<file path="src/rtl/keypad_scanner.sv">
// 4x4 active-low matrix keypad scanner with row synchronizer, per-tick debounce,
// single-cycle key events and a four-digit BCD entry register.
module keypad_scanner #(
  parameter int unsigned CLK_DIV  = 312500,
  parameter int unsigned DEBOUNCE = 4
) (
  input  logic       clk,
  input  logic       rst,
  input  logic [3:0] row_in,
  output logic [3:0] col_out,
  output logic [3:0] key_code,
  output logic       key_valid,
  output logic       key_held,
  output logic [3:0] digit4,
  output logic [3:0] digit3,
  output logic [3:0] digit2,
  output logic [3:0] digit1
);

  localparam int unsigned DIV_W = (CLK_DIV > 1) ? $clog2(CLK_DIV) : 1;
  localparam int unsigned CNT_W = 4;

  typedef enum logic [1:0] {
    S_SCAN     = 2'd0,
    S_DEBOUNCE = 2'd1,
    S_PRESSED  = 2'd2,
    S_RELEASE  = 2'd3
  } state_t;

  state_t             r_state;
  logic [DIV_W-1:0]   r_div;
  logic [3:0]         r_row_meta;
  logic [3:0]         r_row_s;
  logic [1:0]         r_col_idx;
  logic [3:0]         r_col_out;
  logic [1:0]         r_row_idx;
  logic [CNT_W-1:0]   r_cnt;
  logic [3:0]         r_key_code;
  logic               r_key_valid;
  logic               r_key_held;
  logic [15:0]        r_digits;

  logic               w_tick;
  logic [1:0]         w_first_row;
  logic [1:0]         w_col_next;
  logic [CNT_W-1:0]   w_cnt_inc;
  logic               w_cnt_done;
  logic               w_row_low;
  logic [3:0]         w_code;

  assign w_tick     = (r_div == DIV_W'(CLK_DIV - 1));
  assign w_col_next = r_col_idx + 2'd1;
  assign w_cnt_inc  = r_cnt + CNT_W'(1);
  assign w_cnt_done = (w_cnt_inc == CNT_W'(DEBOUNCE));
  assign w_row_low  = ~r_row_s[r_row_idx];
  assign w_code     = {r_row_idx, r_col_idx};

  // Lowest-index low row wins when several rows are pulled down together.
  always_comb begin
    w_first_row = 2'd0;
    for (int i = 3; i >= 0; i--) begin
      if (!r_row_s[i]) w_first_row = 2'(i);
    end
  end

  // Free-running scan tick divider.
  always_ff @(posedge clk or negedge rst) begin
    if (!rst) begin
      r_div <= '0;
    end else if (w_tick) begin
      r_div <= '0;
    end else begin
      r_div <= r_div + DIV_W'(1);
    end
  end

  always_ff @(posedge clk or negedge rst) begin
    if (!rst) begin
      r_row_meta <= 4'hF;
      r_row_s    <= 4'hF;
    end else begin
      r_row_meta <= row_in;
      r_row_s    <= r_row_meta;
    end
  end

  // Scan / debounce FSM; col_out is kept as a registered one-cold copy of col_idx.
  always_ff @(posedge clk or negedge rst) begin
    if (!rst) begin
      r_state     <= S_SCAN;
      r_col_idx   <= 2'd0;
      r_col_out   <= 4'b1110;
      r_row_idx   <= 2'd0;
      r_cnt       <= '0;
      r_key_code  <= 4'd0;
      r_key_valid <= 1'b0;
      r_key_held  <= 1'b0;
      r_digits    <= 16'd0;
    end else begin
      r_key_valid <= 1'b0;
      if (w_tick) begin
        case (r_state)
          S_SCAN: begin
            if (r_row_s != 4'hF) begin
              r_row_idx <= w_first_row;
              r_cnt     <= '0;
              r_state   <= S_DEBOUNCE;
            end else begin
              r_col_idx <= w_col_next;
              r_col_out <= ~(4'b0001 << w_col_next);
            end
          end
          S_DEBOUNCE: begin
            if (w_row_low) begin
              r_cnt <= w_cnt_inc;
              if (w_cnt_done) begin
                r_state     <= S_PRESSED;
                r_key_code  <= w_code;
                r_key_valid <= 1'b1;
                r_key_held  <= 1'b1;
                if (w_code <= 4'd9) begin
                  r_digits <= {r_digits[11:0], w_code};
                end else if (w_code == 4'hF) begin
                  r_digits <= 16'd0;
                end
              end
            end else begin
              r_state   <= S_SCAN;
              r_col_idx <= w_col_next;
              r_col_out <= ~(4'b0001 << w_col_next);
            end
          end
          S_PRESSED: begin
            if (!w_row_low) begin
              r_cnt   <= '0;
              r_state <= S_RELEASE;
            end
          end
          S_RELEASE: begin
            if (!w_row_low) begin
              r_cnt <= w_cnt_inc;
              if (w_cnt_done) begin
                r_state    <= S_SCAN;
                r_key_held <= 1'b0;
                r_col_idx  <= w_col_next;
                r_col_out  <= ~(4'b0001 << w_col_next);
              end
            end else begin
              r_cnt   <= '0;
              r_state <= S_PRESSED;
            end
          end
          default: r_state <= S_SCAN;
        endcase
      end
    end
  end

  assign col_out   = r_col_out;
  assign key_code  = r_key_code;
  assign key_valid = r_key_valid;
  assign key_held  = r_key_held;
  assign digit4    = r_digits[15:12];
  assign digit3    = r_digits[11:8];
  assign digit2    = r_digits[7:4];
  assign digit1    = r_digits[3:0];

endmodule

</file>
<file path="config.mk">
export PLATFORM = sky130hd
export DESIGN_NAME = keypad_scanner
export DESIGN_NICKNAME = d
export VERILOG_FILES = /design/src/rtl/keypad_scanner.sv
export SDC_FILE = /design/constraint.sdc
export NUM_CORES = 1
export LEC_CHECK = 0
export ABC_CLOCK_PERIOD_IN_PS = 2200
export CAP_MARGIN = 30
export CORE_MARGIN = 1.5
export CORE_UTILIZATION = 28
export DETAILED_ROUTE_END_ITERATION = 10
export GPL_ROUTABILITY_DRIVEN = 0
export HOLD_SLACK_MARGIN = 0.05
export SYNTH_ARGS = -nofsm -noshare
export SYNTH_HDL_FRONTEND = slang
export SYNTH_SLANG_ARGS = --single-unit
export TNS_END_PERCENT = 1
</file>
<file path="constraint.sdc">
create_clock -name clk -period 2.2 [get_ports clk]
set_input_delay 0.44 -clock clk [delete_from_list [all_inputs] [get_ports clk]]
set_output_delay 0.44 -clock clk [all_outputs]
set_load 0.005 [all_outputs]
</file>
==> flow_summary.yaml <==
outcome:
  status: "finished, final reports clean"
sta:
  timing.final.ws_setup_ns: 0.106
  slew_violations: 0
  rsz0062_at_grt: "no"
  finalSetupViolCount: 0
  max_freq_ghz: 0.478
  slew_headroom_pct: 67.1
  period_share_pct: 95.2
  period_minus_slack_ns: 2.09
  hold_violations: 0
  fin_worst_skew_ns: 0.0159
  worst_pin_slew_ns: 0.490
  timing.hold.ws_ns: 0.0897
  fin_setup_tns_ns: 0
place:
  dp_hpwl_um: 3890
  dp_worst_setup_slack_ns: 0.0605
  port_buffers: 31
global_routing:
  grt_pass1_vias: 1919
  grt_pass1_wl_um: 9200
  gr-total-overflow: 0
  grt_max_degree: 64
  antenna_found_initial: 0
  grt_use_total_pct: 10.6
clocking:
  root_buffer: "clkbuf_8"
  cts_tree: "yes"
  htreeDepth: 3
  cts_hold_buf: 0
  cts_buffers: 9
  clk_pin_slew_worst_paths_ns: 0.07
  cts_max_path_buffers: 2
  worst_skew_pair.late_latency_ns: 0.35
  cts_sinks: 63
yosys:
  synthCells: 244
  synth_top_cell_area_share_pct: 44.7
  synth_warnings: 0
  synth.distinct_cells: 50
  yosys.area.top_type: "dfrtp_1"
  syn_nets: 262
  synth-seq-cells: 63
  synthTopCellsByArea: "dfrtp_1, dfstp_2, ha_1, a22o_1, xnor2_1"
  ys_seq_area_share_pct: 54.6
  yosysMostFrequentCell: "dfrtp_1"
  syn_area_per_cell_um2: 11.9
  postSynth.asyncResetShare_pct: 100
  ys.flop_type: "dfrtp_1"
  synth_edf_count: 0
  syn_area_mm2: 0.00291
  synth_common_cells: "dfrtp_1, nor2_1, a22o_1, nand2_1, nand3_1"
die:
  num_rows: 37
  dieArea_mm2: 0.0110
  die_w_um: 105
  start_util_pct: 28.5
  coreArea_mm2: 0.0102
  io-pin-count: 32
  die_y_um: 105
route:
  wire_per_inst_um: 12.8
  totalWireLength_um: 5510
  drtAntennaViolNets: 0
  dr_total_vias: 1968
  first_pass_iters: 4
  drc: 0
  drt_iter0_markers: 70
  vias_per_cell: 4.56
pwr:
  seq_power_share_pct: 49.7
  power.internal_uw: 1840
  finalPower_uw: 2360
  power_switching_uw: 527
  power_density_mw_per_mm2: 646
  pwr-share-clk_pct: 48.5
  swShare_pct: 22.3
  leakage_uw: 0.00156
  comb_power_share_pct: 1.8
  vdd_drop_max_v: 0.000335
layout:
  nNetsFinal: 309
  area_growth_pct: 25.5
  n_antenna_cell: 0
  drive_gt1_share_pct: 22.0
setup_path:
  cp_max_fo: 5
  crit_type: "reg2reg"
  end_kind: "flop"
  arrival_ns: 2.32
  startpoint_type: "flop"
  critical_path_buf_inv_count: 1
  worst-endpoint-required_ns: 2.43
  max_stage_delay_ns: 0.57
  worstPathCellList: "or4b_4 -> nor3_4 -> and4b_2 -> buf_6 -> mux2_2"
  crit_slowest_cell: "or4b_4"
  crit_family: "simple AND/OR/NAND/NOR gates"
run:
  maxCapViolations: 0
worst_hold_path:
  holdCritPathClass: "in2async"
## through the flow
stage | cell area, µm² | instances | utilization (%)
finish | 3660 | 432 | 35.7
CTS | 3640 | 432 | 35.6
global placement | 3420 | 416 | 33.4
floorplan | 2910 | 244 | -
global route | 3660 | 432 | 35.7
detailed placement | 3420 | 416 | 33.4
## power groups by stage
stage          Combinational, µW  Clock [µW]  Sequential, µW
2_1_floorplan               6.76           0            1200
3_3_place_gp                44.0           0            1200
3_5_place_dp                44.1           0            1200
4_1_cts                     44.3        1170            1180
5_1_grt                     48.9        1220            1180
6_report                    42.1        1150            1180
## metal layers
metal  up-vias  GRT usage (%)  wire (µm)
met5         -              0          0
met4         0           5.68        114
met3         8           2.62        177
met2        32           16.1       2530
met1       964           13.9       2690
li1        964              -          -
## flip-flops by register name, summed over array words and instances, names as in the netlist, 2 cells and up, named ones only
signal	cells
r_row_idx	2
r_col_idx	2
col_out	4
r_cnt	4
r_row_s	4
r_div	19
key_code	4
r_digits	16
r_row_meta	4
## kinds of logic after synthesis
| kind of cell | Yosys count | share of synthesized area [%] |
|---|---|---|
| simple gates | 85 | 16.6 |
| flops | 63 | 54.6 |
| compound gates | 39 | 10.4 |
| buf+inv | 18 | 4.04 |
| xor+xnor | 17 | 5.11 |
| fa+ha+maj | 12 | 5.15 |
| mux | 10 | 4.12 |
## worst paths after layout
path	from	end	slack (ns)	cells past startpoint
worst min-delay path	rst	r_div[3]	0.09	2
max in group asynchronous	rst	col_out[1]	1.78	2
worst max-delay path	r_div[13]	key_code[0]	0.11	5
min in group clk	r_row_meta[3]	r_row_s[3]	0.36	0
worst max register to register	r_div[13]	key_code[0]	0.11	5
worst min register to register	r_row_meta[3]	r_row_s[3]	0.36	0
## layout by cell type (no fill, tap or decap), types with 2 or more instances in the layout
master	count
dfrtp_1	52
clkdlybuf4s50_1	30
nor2_1	19
a22o_1	15
nand2_1	14
nand3_1	13
xnor2_1	13
ha_1	12
inv_1	11
dfstp_2	11
buf_4	10
clkbuf_8	9
o21ai_0	8
mux2_2	6
nand4_1	4
nor3_1	4
xor2_1	4
a31oi_1	4
nor2b_1	3
a21oi_1	3
or2_2	3
mux2i_1	3
inv_6	3
and3_1	2
nor4_1	2
nor4bb_1	2
and2_1	2
and4bb_2	2
o31ai_1	2
bufinv_16	2
## repair_timing
action | CTS | global route
resized for setup | 0 | 4
setup endpoints to repair | 0 | 7
endpoints found under the hold margin | 0 | 0
buffers inserted | 0 | 0
## cell type report
class | instances | area, µm²
clock inverters | 7 | 103
well taps | 136 | 170
fillers | 1007 | 6570
multi-input cells | 163 | 1220
flip-flops and latches | 63 | 1590
repair buffers | 43 | 412
inverters | 11 | 41.3
clock buffers | 9 | 124
No activity file was read; power rests on OpenSTA's default activity.
